`src/rtl/shift_pipe_unit_if.sv`:
```
// Operand/result bundle for the pipelined barrel shifter, including the
// hazard-control lines (stall/flush) and the pipeline-occupancy flag.
interface shift_pipe_unit_if #(
    parameter int WIDTH   = 32,
    parameter int SHAMT_W = 5,
    parameter int TAG_W   = 5
);
    logic               stall;
    logic               flush;
    logic               in_valid;
    logic [WIDTH-1:0]   in_data;
    logic [SHAMT_W-1:0] in_shamt;
    logic [1:0]         in_mode;
    logic [TAG_W-1:0]   in_tag;
    logic               out_valid;
    logic [WIDTH-1:0]   out_data;
    logic [TAG_W-1:0]   out_tag;
    logic               busy;

    modport master (
        output stall, flush, in_valid, in_data, in_shamt, in_mode, in_tag,
        input  out_valid, out_data, out_tag, busy
    );

    modport slave (
        input  stall, flush, in_valid, in_data, in_shamt, in_mode, in_tag,
        output out_valid, out_data, out_tag, busy
    );
endinterface

```
`src/rtl/shift_pipe_unit.sv`:
```
// Pipelined barrel shifter (SLL/SRL/SRA/ROTR): stage k shifts by 2^k when
// shamt bit k is set; tag, mode, sign and valid travel with the data.
module shift_pipe_unit #(
    parameter int WIDTH   = 32,
    parameter int SHAMT_W = 5,
    parameter int TAG_W   = 5
) (
    input  logic             clk,
    input  logic             rst,
    shift_pipe_unit_if.slave sp
);
    localparam logic [1:0] MODE_SLL  = 2'b00;
    localparam logic [1:0] MODE_SRL  = 2'b01;
    localparam logic [1:0] MODE_SRA  = 2'b10;

    logic               vld_p   [SHAMT_W];
    logic [WIDTH-1:0]   data_p  [SHAMT_W];
    logic [SHAMT_W-1:0] shamt_p [SHAMT_W];
    logic [1:0]         mode_p  [SHAMT_W];
    logic [TAG_W-1:0]   tag_p   [SHAMT_W];
    logic               sign_p  [SHAMT_W];

    logic               src_vld   [SHAMT_W];
    logic [WIDTH-1:0]   src_data  [SHAMT_W];
    logic [SHAMT_W-1:0] src_shamt [SHAMT_W];
    logic [1:0]         src_mode  [SHAMT_W];
    logic [TAG_W-1:0]   src_tag   [SHAMT_W];
    logic               src_sign  [SHAMT_W];
    logic [WIDTH-1:0]   res       [SHAMT_W];
    logic               busy_c;

    // SRA fills from the sign captured at the input, not the current MSB.
    function automatic logic [WIDTH-1:0] shift_step(
        input logic [WIDTH-1:0] d,
        input int unsigned      amt,
        input logic [1:0]       mode,
        input logic             sign
    );
        logic [WIDTH-1:0] fill;
        fill = {WIDTH{sign}} << (WIDTH - amt);
        case (mode)
            MODE_SLL: shift_step = d << amt;
            MODE_SRL: shift_step = d >> amt;
            MODE_SRA: shift_step = (d >> amt) | fill;
            default:  shift_step = (d >> amt) | (d << (WIDTH - amt));
        endcase
    endfunction

    always_comb begin
        src_vld[0]   = sp.in_valid;
        src_data[0]  = sp.in_data;
        src_shamt[0] = sp.in_shamt;
        src_mode[0]  = sp.in_mode;
        src_tag[0]   = sp.in_tag;
        src_sign[0]  = sp.in_data[WIDTH-1];
        for (int k = 1; k < SHAMT_W; k++) begin
            src_vld[k]   = vld_p[k-1];
            src_data[k]  = data_p[k-1];
            src_shamt[k] = shamt_p[k-1];
            src_mode[k]  = mode_p[k-1];
            src_tag[k]   = tag_p[k-1];
            src_sign[k]  = sign_p[k-1];
        end
        for (int k = 0; k < SHAMT_W; k++) begin
            res[k] = src_shamt[k][k]
                   ? shift_step(src_data[k], 1 << k, src_mode[k], src_sign[k])
                   : src_data[k];
        end
    end

    // Stage registers: bubbles load zero so idle outputs read as zero.
    always_ff @(posedge clk) begin
        if (rst || sp.flush) begin
            for (int k = 0; k < SHAMT_W; k++) begin
                vld_p[k]   <= 1'b0;
                data_p[k]  <= '0;
                shamt_p[k] <= '0;
                mode_p[k]  <= '0;
                tag_p[k]   <= '0;
                sign_p[k]  <= 1'b0;
            end
        end else if (!sp.stall) begin
            for (int k = 0; k < SHAMT_W; k++) begin
                vld_p[k]   <= src_vld[k];
                data_p[k]  <= src_vld[k] ? res[k]       : '0;
                shamt_p[k] <= src_vld[k] ? src_shamt[k] : '0;
                mode_p[k]  <= src_vld[k] ? src_mode[k]  : '0;
                tag_p[k]   <= src_vld[k] ? src_tag[k]   : '0;
                sign_p[k]  <= src_vld[k] ? src_sign[k]  : 1'b0;
            end
        end
    end

    always_comb begin
        busy_c = 1'b0;
        for (int k = 0; k < SHAMT_W; k++) begin
            busy_c = busy_c | vld_p[k];
        end
    end

    assign sp.out_valid = vld_p[SHAMT_W-1];
    assign sp.out_data  = data_p[SHAMT_W-1];
    assign sp.out_tag   = tag_p[SHAMT_W-1];
    assign sp.busy      = busy_c;
endmodule

```
`src/flat_wrapper.sv`:
```
// flat-port wrapper written by rule: the top's interface ports become plain ports
module shift_pipe_unit_flat 
#(
    parameter int WIDTH   = 32,
    parameter int SHAMT_W = 5,
    parameter int TAG_W   = 5
)
  (clk, rst, sp_stall, sp_flush, sp_in_valid, sp_in_data, sp_in_shamt, sp_in_mode, sp_in_tag, sp_out_valid, sp_out_data, sp_out_tag, sp_busy);
  shift_pipe_unit_if #(.WIDTH(WIDTH), .SHAMT_W(SHAMT_W), .TAG_W(TAG_W)) sp_i ();
  input  logic clk;
  input  logic rst;
  input wire logic [$bits(sp_i.stall)-1:0] sp_stall;
  input wire logic [$bits(sp_i.flush)-1:0] sp_flush;
  input wire logic [$bits(sp_i.in_valid)-1:0] sp_in_valid;
  input wire logic [$bits(sp_i.in_data)-1:0] sp_in_data;
  input wire logic [$bits(sp_i.in_shamt)-1:0] sp_in_shamt;
  input wire logic [$bits(sp_i.in_mode)-1:0] sp_in_mode;
  input wire logic [$bits(sp_i.in_tag)-1:0] sp_in_tag;
  output wire logic [$bits(sp_i.out_valid)-1:0] sp_out_valid;
  output wire logic [$bits(sp_i.out_data)-1:0] sp_out_data;
  output wire logic [$bits(sp_i.out_tag)-1:0] sp_out_tag;
  output wire logic [$bits(sp_i.busy)-1:0] sp_busy;
  assign sp_i.stall = sp_stall;
  assign sp_i.flush = sp_flush;
  assign sp_i.in_valid = sp_in_valid;
  assign sp_i.in_data = sp_in_data;
  assign sp_i.in_shamt = sp_in_shamt;
  assign sp_i.in_mode = sp_in_mode;
  assign sp_i.in_tag = sp_in_tag;
  assign sp_out_valid = sp_i.out_valid;
  assign sp_out_data = sp_i.out_data;
  assign sp_out_tag = sp_i.out_tag;
  assign sp_busy = sp_i.busy;
  shift_pipe_unit #(.WIDTH(WIDTH), .SHAMT_W(SHAMT_W), .TAG_W(TAG_W)) u_core (.clk(clk), .rst(rst), .sp(sp_i));
endmodule
```
`config.mk`:
```
export PLATFORM = sky130hd
export DESIGN_NAME = shift_pipe_unit_flat
export DESIGN_NICKNAME = d
export VERILOG_FILES = /design/src/rtl/shift_pipe_unit_if.sv /design/src/rtl/shift_pipe_unit.sv /design/src/flat_wrapper.sv
export SDC_FILE = /design/constraint.sdc
export NUM_CORES = 1
export LEC_CHECK = 0
export ABC_CLOCK_PERIOD_IN_PS = 12300
export BUFFER_PORTS_ARGS = -buffer_cell sky130_fd_sc_hd__clkbuf_2
export CAP_MARGIN = 20
export CORE_MARGIN = 4
export CORE_UTILIZATION = 40
export DETAILED_ROUTE_END_ITERATION = 10
export GPL_TIMING_DRIVEN = 0
export SLEW_MARGIN = 20
export SYNTH_ARGS = -nofsm -noshare
export SYNTH_HDL_FRONTEND = slang
export SYNTH_SLANG_ARGS = --single-unit
```
`constraint.sdc`:
```
create_clock -name clk -period 12.3 [get_ports clk]
set_input_delay 0.615 -clock clk [delete_from_list [all_inputs] [get_ports clk]]
set_output_delay 0.615 -clock clk [all_outputs]
set_load 0.02 [all_outputs]
```
==> results of run 1 <==
[flip-flops by register name, indices dropped and copies added, names as in the netlist]
name / count
u_core.data_p: 160
u_core.shamt_p: 10
u_core.sign_p: 4
u_core.vld_p: 5
u_core.mode_p: 8
u_core.tag_p: 25
[worst paths after layout]
path	startpoint	end	cells past startpoint
worst max-delay path	u_core.vld_p[0][0]$_SDFFCE_PN0P_	sp_busy	4
worst min-delay path	sp_in_shamt[1]	u_core.shamt_p[0][1]$_SDFFCE_PN0P_	2
worst max register to register	u_core.mode_p[0][4]$_SDFFCE_PN0P_	u_core.data_p[0][120]$_SDFFCE_PN0P_	4
worst min register to register	u_core.tag_p[0][4]$_SDFFCE_PN0P_	u_core.tag_p[0][9]$_SDFFCE_PN0P_	1
[layer usage]
| metal | routed length, µm | up-vias | track usage |
|---|---|---|---|
| li1 | - | 3851 | - |
| met1 | 10200 | 3554 | 0.206 |
| met2 | 12200 | 238 | 0.294 |
| met3 | 1130 | 73 | 0.0236 |
| met4 | 1150 | 0 | 0.0841 |
| met5 | 0 | - | 0 |
[Yosys cell counts, drive strengths merged (12+ instances only)]
cell type and number:
and2 12, nand2 233, nand2b 14, clkbuf 45, nand3 15, a311oi 110, nor2 151, and3 47
a211oi 19, buf 70, edfxtp 212, a21oi 15, o21ai 12, a22oi 18
[cell type report]
cell class / instances / share of cell area
Sequential cell: 212 / 0.520
Multi-Input combinational cell: 661 / 0.291
Buffer: 115 / 0.0558
Clock buffer: 24 / 0.0473
Timing Repair Buffer: 90 / 0.0423
Tap cell: 335 / 0.0342
Clock inverter: 17 / 0.00715
Inverter: 8 / 0.00245
[cell families after synthesis]
family,synth area share
AO/OA/AOI/OAI,0.134
multiplexers,0.00212
AND/OR/NAND/NOR,0.196
buffers and inverters,0.0671
flip-flops,0.599
XOR/XNOR,0.00153
[through the flow]
step,cells,hold WS (ns),area [µm²]
after global routing,1462,0.413,12200
after detailed placement,1421,0.540,11600
after CTS,1462,0.396,12200
after floorplan,996,0.528,10600
final,1462,0.418,12200
after global placement,1417,0.532,11500
[power by group through the flow]
| stage | registers [mW] | logic, mW | clock network, mW |
|---|---|---|---|
| 2_1_floorplan | 0.855 | 0.0839 | 0 |
| 3_3_place_gp | 0.864 | 0.122 | 0 |
| 3_5_place_dp | 0.857 | 0.126 | 0 |
| 4_1_cts | 0.842 | 0.126 | 0.627 |
| 5_1_grt | 0.845 | 0.140 | 0.658 |
| 6_report | 0.842 | 0.126 | 0.607 |
==> summary.txt, run 1 <==
Post-synthesis net count: 1045
CTS clk-pin slew, worst paths: 0.06 ns
Min-delay worst type: in2reg
Reg2Reg Setup Slack: 10.21 ns
Seq/Total Area, Yosys: 0.599
Top_reg_cell synth: edfxtp_1
Share of cells above drive strength 1: 0.213
Slew headroom: 0.598
Clock network power share: 0.386
CTS root buf: clkbuf_16
RSZ-0062 raised after global routing: no
Comb power frac: 0.080
Clock buffer depth: 3
Number of gates resized after cts: 0
Final worst path period share: 0.183
First-pass GRT wire length: 39600 µm
Via count: 7716
Pin count of the biggest net entering global routing: 57
Die height: 171 µm
Sequential share of power: 0.535
Pwr dens: 129 nW/µm²
Fmax: 0.444 GHz
Multi-input gate area: 3560 µm²
Gpl congestion: 0.943
IO buf count: 86
Crit Path Class: reg2out
Clk sink count: 212
Chip width: 171 µm
Post-route ant nets: 0
Initial antenna violation count: 0
Area of the core: 26100 µm²
Async set-or-reset flop fraction in the synthesized netlist: 0
Cell count after synthesis: 996
Critical path endpoint category: primary output
Hold-fix buffers at CTS: 0
Full die area: 29200 µm²
CP Buf/Inv Count: 2
Total power: 1.57 mW
CP required: 11.69 ns
Slowest cell on crit path: edfxtp_1
Area Overhead vs Synth: 15.2%
N_diodes: 0
Setup violators final: 0
Commonest non-fill, non-tap cell in the layout: nand2_1
Mapped Area: 10600 µm²
Syn. warnings: 0
Fillers: 2502
Number of synthesized flops with an enable pin: 212
Setup crit start kind: register
Leak: 4.64 nW
Sequential standard cell area: 6370 µm²
Most frequent cells in the layout: 232 x nand2_1, 212 x edfxtp_1, 149 x nor2_1, 108 x a311oi_1, 90 x clkbuf_2
Final count of hold timing violations: 0
Worst Skew: 0.00974 ns
Vias in the first global route: 7418
Outcome: complete, no violations
Setup bufs post-CTS: 0
Total CTS buffers: 23
Worst vdd ir: 0.0597 mV
Max cap viols: 0
Net Sw Power: 0.369 mW
Io pins: 88
Netlist cell types: 36
Setup TNS: 0 ns
FF+latch count, synth: 212
Hpwl dp: 18400 µm
Top cell type's share of synthesized area: 0.599
Skew-Pair Late Insertion Delay: 0.51 ns
Cell taking the most area after synthesis: edfxtp_1
CTS tree: built
Starting density of the core: 0.407
Place WS: 9.85 ns
Internal: 1.21 mW
Net count, final: 1160
Switching portion of total power: 0.235
Routed wire length: 24700 µm
Critical-path cell list: clkbuf_1 > nor3_1 > nand2_1 > clkbuf_2
First drt pass iteration count: 5
Drc violations: 0
Final setup margin: 10.05 ns
Min cycle time layout: 2.25 ns
Cell row count: 59
Top cells by area, synth: edfxtp_1 60%, a311oi_1 8.9%, nand2_1 8.2%
Vias per cell: 5.28
CP arrival: 1.64 ns
Initial DRC Count: 501
Avg WL per Cell: 16.9 µm
CP peak stage delay: 0.41 ns
Mean Syn Cell Area: 10.7 µm²
Crit path max fanout: 10
Total grt overflow: 0
H-tree Lvls: 1
Fin. max-slew vios: 0
Final core occ: 0.468
Slew @ Worst Pin: 0.604 ns
GRT Util Overall: 0.169
Crit-path leading delay family: flip-flops
(Power assumes the default switching activity.)
==> run 2: changes to the inputs <==
- ABC_CLOCK_PERIOD_IN_PS: 12300 -> 2100
- clock period: 12.3 -> 2.1 ns (I/O delays scaled with it)
==> run 2 against run 1 <==
Final cell count rose by 3.6%; critical endpoint is now u_core.data_p[0][20]$_SDFFCE_PN0P_; total power rose to 6.2 times the previous value; largest power group unchanged; critical path type is now in2reg; register-to-register slack worse by 10 ns.
==> summary.txt, run 2 (synthesis gave the netlist of run 1 again) <==
Worst vdd ir: 0.462 mV
Via count: 8007
Die height: 171 µm
Share of cells above drive strength 1: 0.206
Full die area: 29200 µm²
Number of flip-flops in the largest register: 160
Chip width: 171 µm
Final core occ: 0.492
Crit path max fanout: 10
Post-route ant nets: 0
Initial antenna violation count: 0
CTS clk-pin slew, worst paths: 0.06 ns
Clock network power share: 0.409
Fillers: 2456
Multi-input gate area: 3580 µm²
WHS: 0.0217 ns
Largest regs: u_core.data_p (160), u_core.tag_p (25), u_core.shamt_p (10)
Net count, final: 1212
First-pass GRT wire length: 39800 µm
Max cap viols: 0
Setup violators final: 0
Setup TNS: 0 ns
Slew @ Worst Pin: 0.643 ns
Area Overhead vs Synth: 20.9%
Drc violations: 0
Cell row count: 59
Slew headroom: 0.571
Starting density of the core: 0.407
Area of the core: 26100 µm²
N_diodes: 0
Sequential share of power: 0.509
Total power: 9.70 mW
Pin count of the biggest net entering global routing: 86
Non-filler instance count after layout: 1514
Leak: 4.93 nW
Placed Instances: 1419
Io pins: 88
Outcome: complete, no violations
Final count of hold timing violations: 0
Avg WL per Cell: 16.4 µm
Crit Path Class: in2reg
Worst Skew: 0.0143 ns
H-tree Lvls: 1
Clk sink count: 212
Net Sw Power: 2.19 mW
CP required: 2.49 ns
Total CTS buffers: 23
Min-delay worst type: in2reg
GRT Util Overall: 0.169
Vias in the first global route: 7643
Hpwl dp: 18200 µm
Commonest non-fill, non-tap cell in the layout: nand2_1
Most frequent cells in the layout: 232 x nand2_1, 212 x edfxtp_1, 149 x nor2_1, 107 x a311oi_1, 93 x clkbuf_2
CP peak stage delay: 0.58 ns
Critical path endpoint category: register
Setup bufs post-CTS: 0
Switching portion of total power: 0.226
RSZ-0062 raised after global routing: no
Comb power frac: 0.082
Final worst path period share: 0.953
CP arrival: 2.39 ns
Initial DRC Count: 524
Gpl congestion: 0.940
Pwr dens: 754 nW/µm²
First drt pass iteration count: 5
Clock buffer depth: 3
Internal: 7.51 mW
Routed wire length: 24800 µm
Reg2Reg Setup Slack: 0.13 ns
Largest register by flop count: u_core.data_p
IO buf count: 86
Fmax: 0.500 GHz
CTS root buf: clkbuf_16
Skew-Pair Late Insertion Delay: 0.52 ns
CTS tree: built
Slowest cell on crit path: dlygate4sd3_1
Vias per cell: 5.29
Total grt overflow: 0
Min cycle time layout: 2.00 ns
Setup crit start kind: primary input
Critical-path cell list: dlygate4sd3_1 > clkbuf_2 > nor2_1 > clkbuf_2 > nand2_1 > a311oi_1 > dlygate4sd3_1
Fin. max-slew vios: 0
Sequential standard cell area: 6370 µm²
-- run 2: worst max-delay path: cells and delay by family --
family          cells  cell delay, ns
compound gates      1            0.28
simple gates        2            0.43
buf+inv             4            1.56
-- run 2: path summary, 6_finish.rpt --
path,startpoint,to,cells after the start
min reg2reg,u_core.shamt_p[0][4]$_SDFFCE_PN0P_,u_core.shamt_p[0][9]$_SDFFCE_PN0P_,1
max,sp_in_mode[0],u_core.data_p[0][20]$_SDFFCE_PN0P_,7
min,sp_in_data[1],u_core.data_p[0][2]$_SDFFCE_PN0P_,3
max reg2reg,u_core.mode_p[0][2]$_SDFFCE_PN0P_,u_core.data_p[0][92]$_SDFFCE_PN0P_,4
-- run 2: power groups by stage --
stage	sequential, mW	combinational, mW	clock (mW)
detailed placement	5.02	0.733	0
global route	4.95	0.884	4.25
global placement	5.03	0.713	0
floorplan	4.98	0.492	0
finish	4.93	0.799	3.96
CTS	4.93	0.797	4.06
-- run 2: cell type report --
class,instances,share of cell area
Clock buffer,28,0.0462
Inverter,8,0.00234
Timing Repair Buffer,142,0.0798
Tap cell,335,0.0326
Sequential cell,212,0.495
Multi-Input combinational cell,661,0.278
Clock inverter,13,0.0121
Buffer,115,0.0534
-- run 2: through the flow --
step	setup WS, ns	cell area, µm²
2_1_floorplan	0.0886	10600
3_3_place_gp	-0.524	11500
3_5_place_dp	-0.00836	11600
4_1_cts	0.0753	12800
5_1_grt	0.0207	12900
6_report	0.0997	12900
-- run 2: routing by layer --
layer / wire [µm] / vias to the layer above / GRT usage
met2: 12500 / 230 / 0.302
met1: 10300 / 3770 / 0.206
li1: - / 3950 / -
met5: 0 / - / 0
met3: 1060 / 57 / 0.0224
met4: 945 / 0 / 0.0696
-- run 2: what timing repair did --
| action | in CTS | in global routing |
|---|---|---|
| cloned | 0 | 0 |
| setup endpoints to repair | 3 | 13 |
| resized for setup | 2 | 6 |
| hold buffers | 54 | 0 |
| hold endpoints to repair | 44 | 0 |
==> run 3: changes to the inputs <==
- PLACE_DENSITY: unset -> 0.58
==> run 3 against run 2 <==
Final cell count is 0.33% higher; sequential power about the same; total power is 1.5% lower; hold slack improved by 0.026 ns; flip-flop and latch count unchanged; die area did not move; combinational power fell by 0.6%; global-route usage is 0.066 points lower; largest cell class unchanged.
==> summary.txt, run 3 (synthesis gave the netlist of run 1 again) <==
Outcome: complete, no violations
Top cell by count, worst path: dlygate4sd3_1
Gpl congestion: 0.928
Max cap viols: 0
Commonest non-fill, non-tap cell in the layout: nand2_1
RSZ-0062 raised after global routing: yes
CP arrival: 2.46 ns
Starting density of the core: 0.407
Slowest cell on crit path: dlygate4sd3_1
Area Overhead vs Synth: 20.8%
Worst vdd ir: 0.390 mV
Chip width: 171 µm
Sequential share of power: 0.516
Setup bufs post-CTS: 0
CP peak stage delay: 0.59 ns
First-pass GRT wire length: 39800 µm
Most frequent cells in the layout: 232 x nand2_1, 212 x edfxtp_1, 149 x nor2_1, 108 x a311oi_1, 91 x clkbuf_2
Hpwl dp: 18100 µm
Die height: 171 µm
Critical path endpoint category: register
Area of the core: 26100 µm²
Routed wire length: 24700 µm
Largest regs: u_core.data_p (160), u_core.tag_p (25), u_core.shamt_p (10)
CTS clk-pin slew, worst paths: 0.06 ns
Comb power frac: 0.083
Crit path max fanout: 10
Switching portion of total power: 0.230
Avg WL per Cell: 16.3 µm
CTS tree: built
Full die area: 29200 µm²
Setup TNS: 0 ns
Critical-path cell list: dlygate4sd3_1 > clkbuf_2 > nor2_1 > clkbuf_1 > nand2_1 > a311oi_1 > dlygate4sd3_1
Slew headroom: 0.590
Cell row count: 59
Met1 global-route usage: 0.202
Share of cells above drive strength 1: 0.202
Net Sw Power: 2.20 mW
Crit Path Class: in2reg
Slew @ Worst Pin: 0.614 ns
Skew-Pair Late Insertion Delay: 0.52 ns
Leak: 4.92 nW
First drt pass iteration count: 5
Clock buffer depth: 3
Clock network power share: 0.400
Final count of hold timing violations: 0
Via count: 7968
Vias in the first global route: 7705
Worst Skew: 0.0167 ns
Post-route ant nets: 0
Final setup margin: 0.0153 ns
Drc violations: 0
Clk sink count: 212
Number of flip-flops in the largest register: 160
Min cycle time layout: 2.08 ns
Io pins: 88
Setup crit start kind: primary input
GRT Util Overall: 0.168
Setup violators final: 0
Total CTS buffers: 24
Crit-path leading delay family: buffers and inverters
Pwr dens: 744 nW/µm²
CP Buf/Inv Count: 4
Fmax: 0.480 GHz
CTS root buf: clkbuf_16
Largest register by flop count: u_core.data_p
Min-delay worst type: in2reg
Fin. max-slew vios: 0
Net count, final: 1215
Pin count of the biggest net entering global routing: 98
N_diodes: 0
Initial antenna violation count: 0
Busiest grt layer: met2
Vias per cell: 5.25
Reg2Reg Setup Slack: 0.20 ns
IO buf count: 86
GRT met2 Usage: 0.302
Place WS: 0.130 ns
Total grt overflow: 0
GR Layer Usage met3: 0.0238
Final worst path period share: 0.993
CP required: 2.48 ns
H-tree Lvls: 1
Initial DRC Count: 483
Internal: 7.35 mW
[run 3: changes by cell type in the layout (fill, tap and decap cells not counted), sizes merged]
cell / before / now
clkbuf: 159 / 164
bufinv: 3 / 1
dlygate4sd3: 54 / 56
clkinv: 9 / 10
inv: 8 / 7
[run 3: path summary, 6_finish.rpt]
kind / startpoint / endpoint / cells past startpoint
max: sp_in_mode[0] / u_core.data_p[0][9]$_SDFFCE_PN0P_ / 7
min: sp_in_data[1] / u_core.data_p[0][0]$_SDFFCE_PN0P_ / 3
max reg2reg: u_core.mode_p[0][5]$_SDFFCE_PN0P_ / u_core.data_p[0][116]$_SDFFCE_PN0P_ / 5
min reg2reg: u_core.tag_p[0][13]$_SDFFCE_PN0P_ / u_core.tag_p[0][18]$_SDFFCE_PN0P_ / 1
[run 3: worst reg2reg max path, delay by kind of cell (launching register included)]
family                 cells  cell delay [ns]
buffers and inverters      2             0.47
AOI/OAI and AO/OA          1             0.47
DFF                        1             0.37
and+or+nand+nor            2             0.32
[run 3: power by group through the flow]
stage | Clock [mW] | Combinational [mW] | Sequential (mW)
6_report | 3.82 | 0.794 | 4.93
5_1_grt | 4.11 | 0.880 | 4.95
4_1_cts | 3.93 | 0.794 | 4.93
3_5_place_dp | 0 | 0.729 | 5.02
3_3_place_gp | 0 | 0.710 | 5.03
2_1_floorplan | 0 | 0.492 | 4.98
[run 3: metrics by stage]
stage          hold WS (ns)  std cells  total power, mW  instance area [µm²]   util
2_1_floorplan         0.328        996             5.47                10600      -
3_3_place_gp          0.424       1417             5.74                11500  0.440
3_5_place_dp          0.428       1419             5.75                11600  0.442
4_1_cts              0.0228       1519             9.65                12800  0.491
5_1_grt              0.0317       1519             9.94                12800  0.491
6_report             0.0474       1519             9.55                12800  0.491
[run 3: layout make-up]
cell class	count	area (µm²)
Timing Repair Buffer	144	1050
Tap cell	335	419
Buffer	115	684
Sequential cell	212	6370
Clock buffer	33	634
Fill cell	2437	13300
Multi-Input combinational cell	661	3570
Inverter	8	30.0
Clock inverter	11	91.3
[run 3: layer usage]
metal  wire [µm]  vias up  share of wire
li1            -     3959              -
met2       12400      245           0.50
met1       10100     3705           0.41
met3        1180       59          0.048
met5           0        -              0
met4         997        0          0.040
[run 3: repair_timing]
action                                 4_1_cts  5_1_grt
hold buffers                                56        0
gates resized for setup                      0        3
endpoints found under the hold margin       44        0
setup endpoints to repair                    0        9
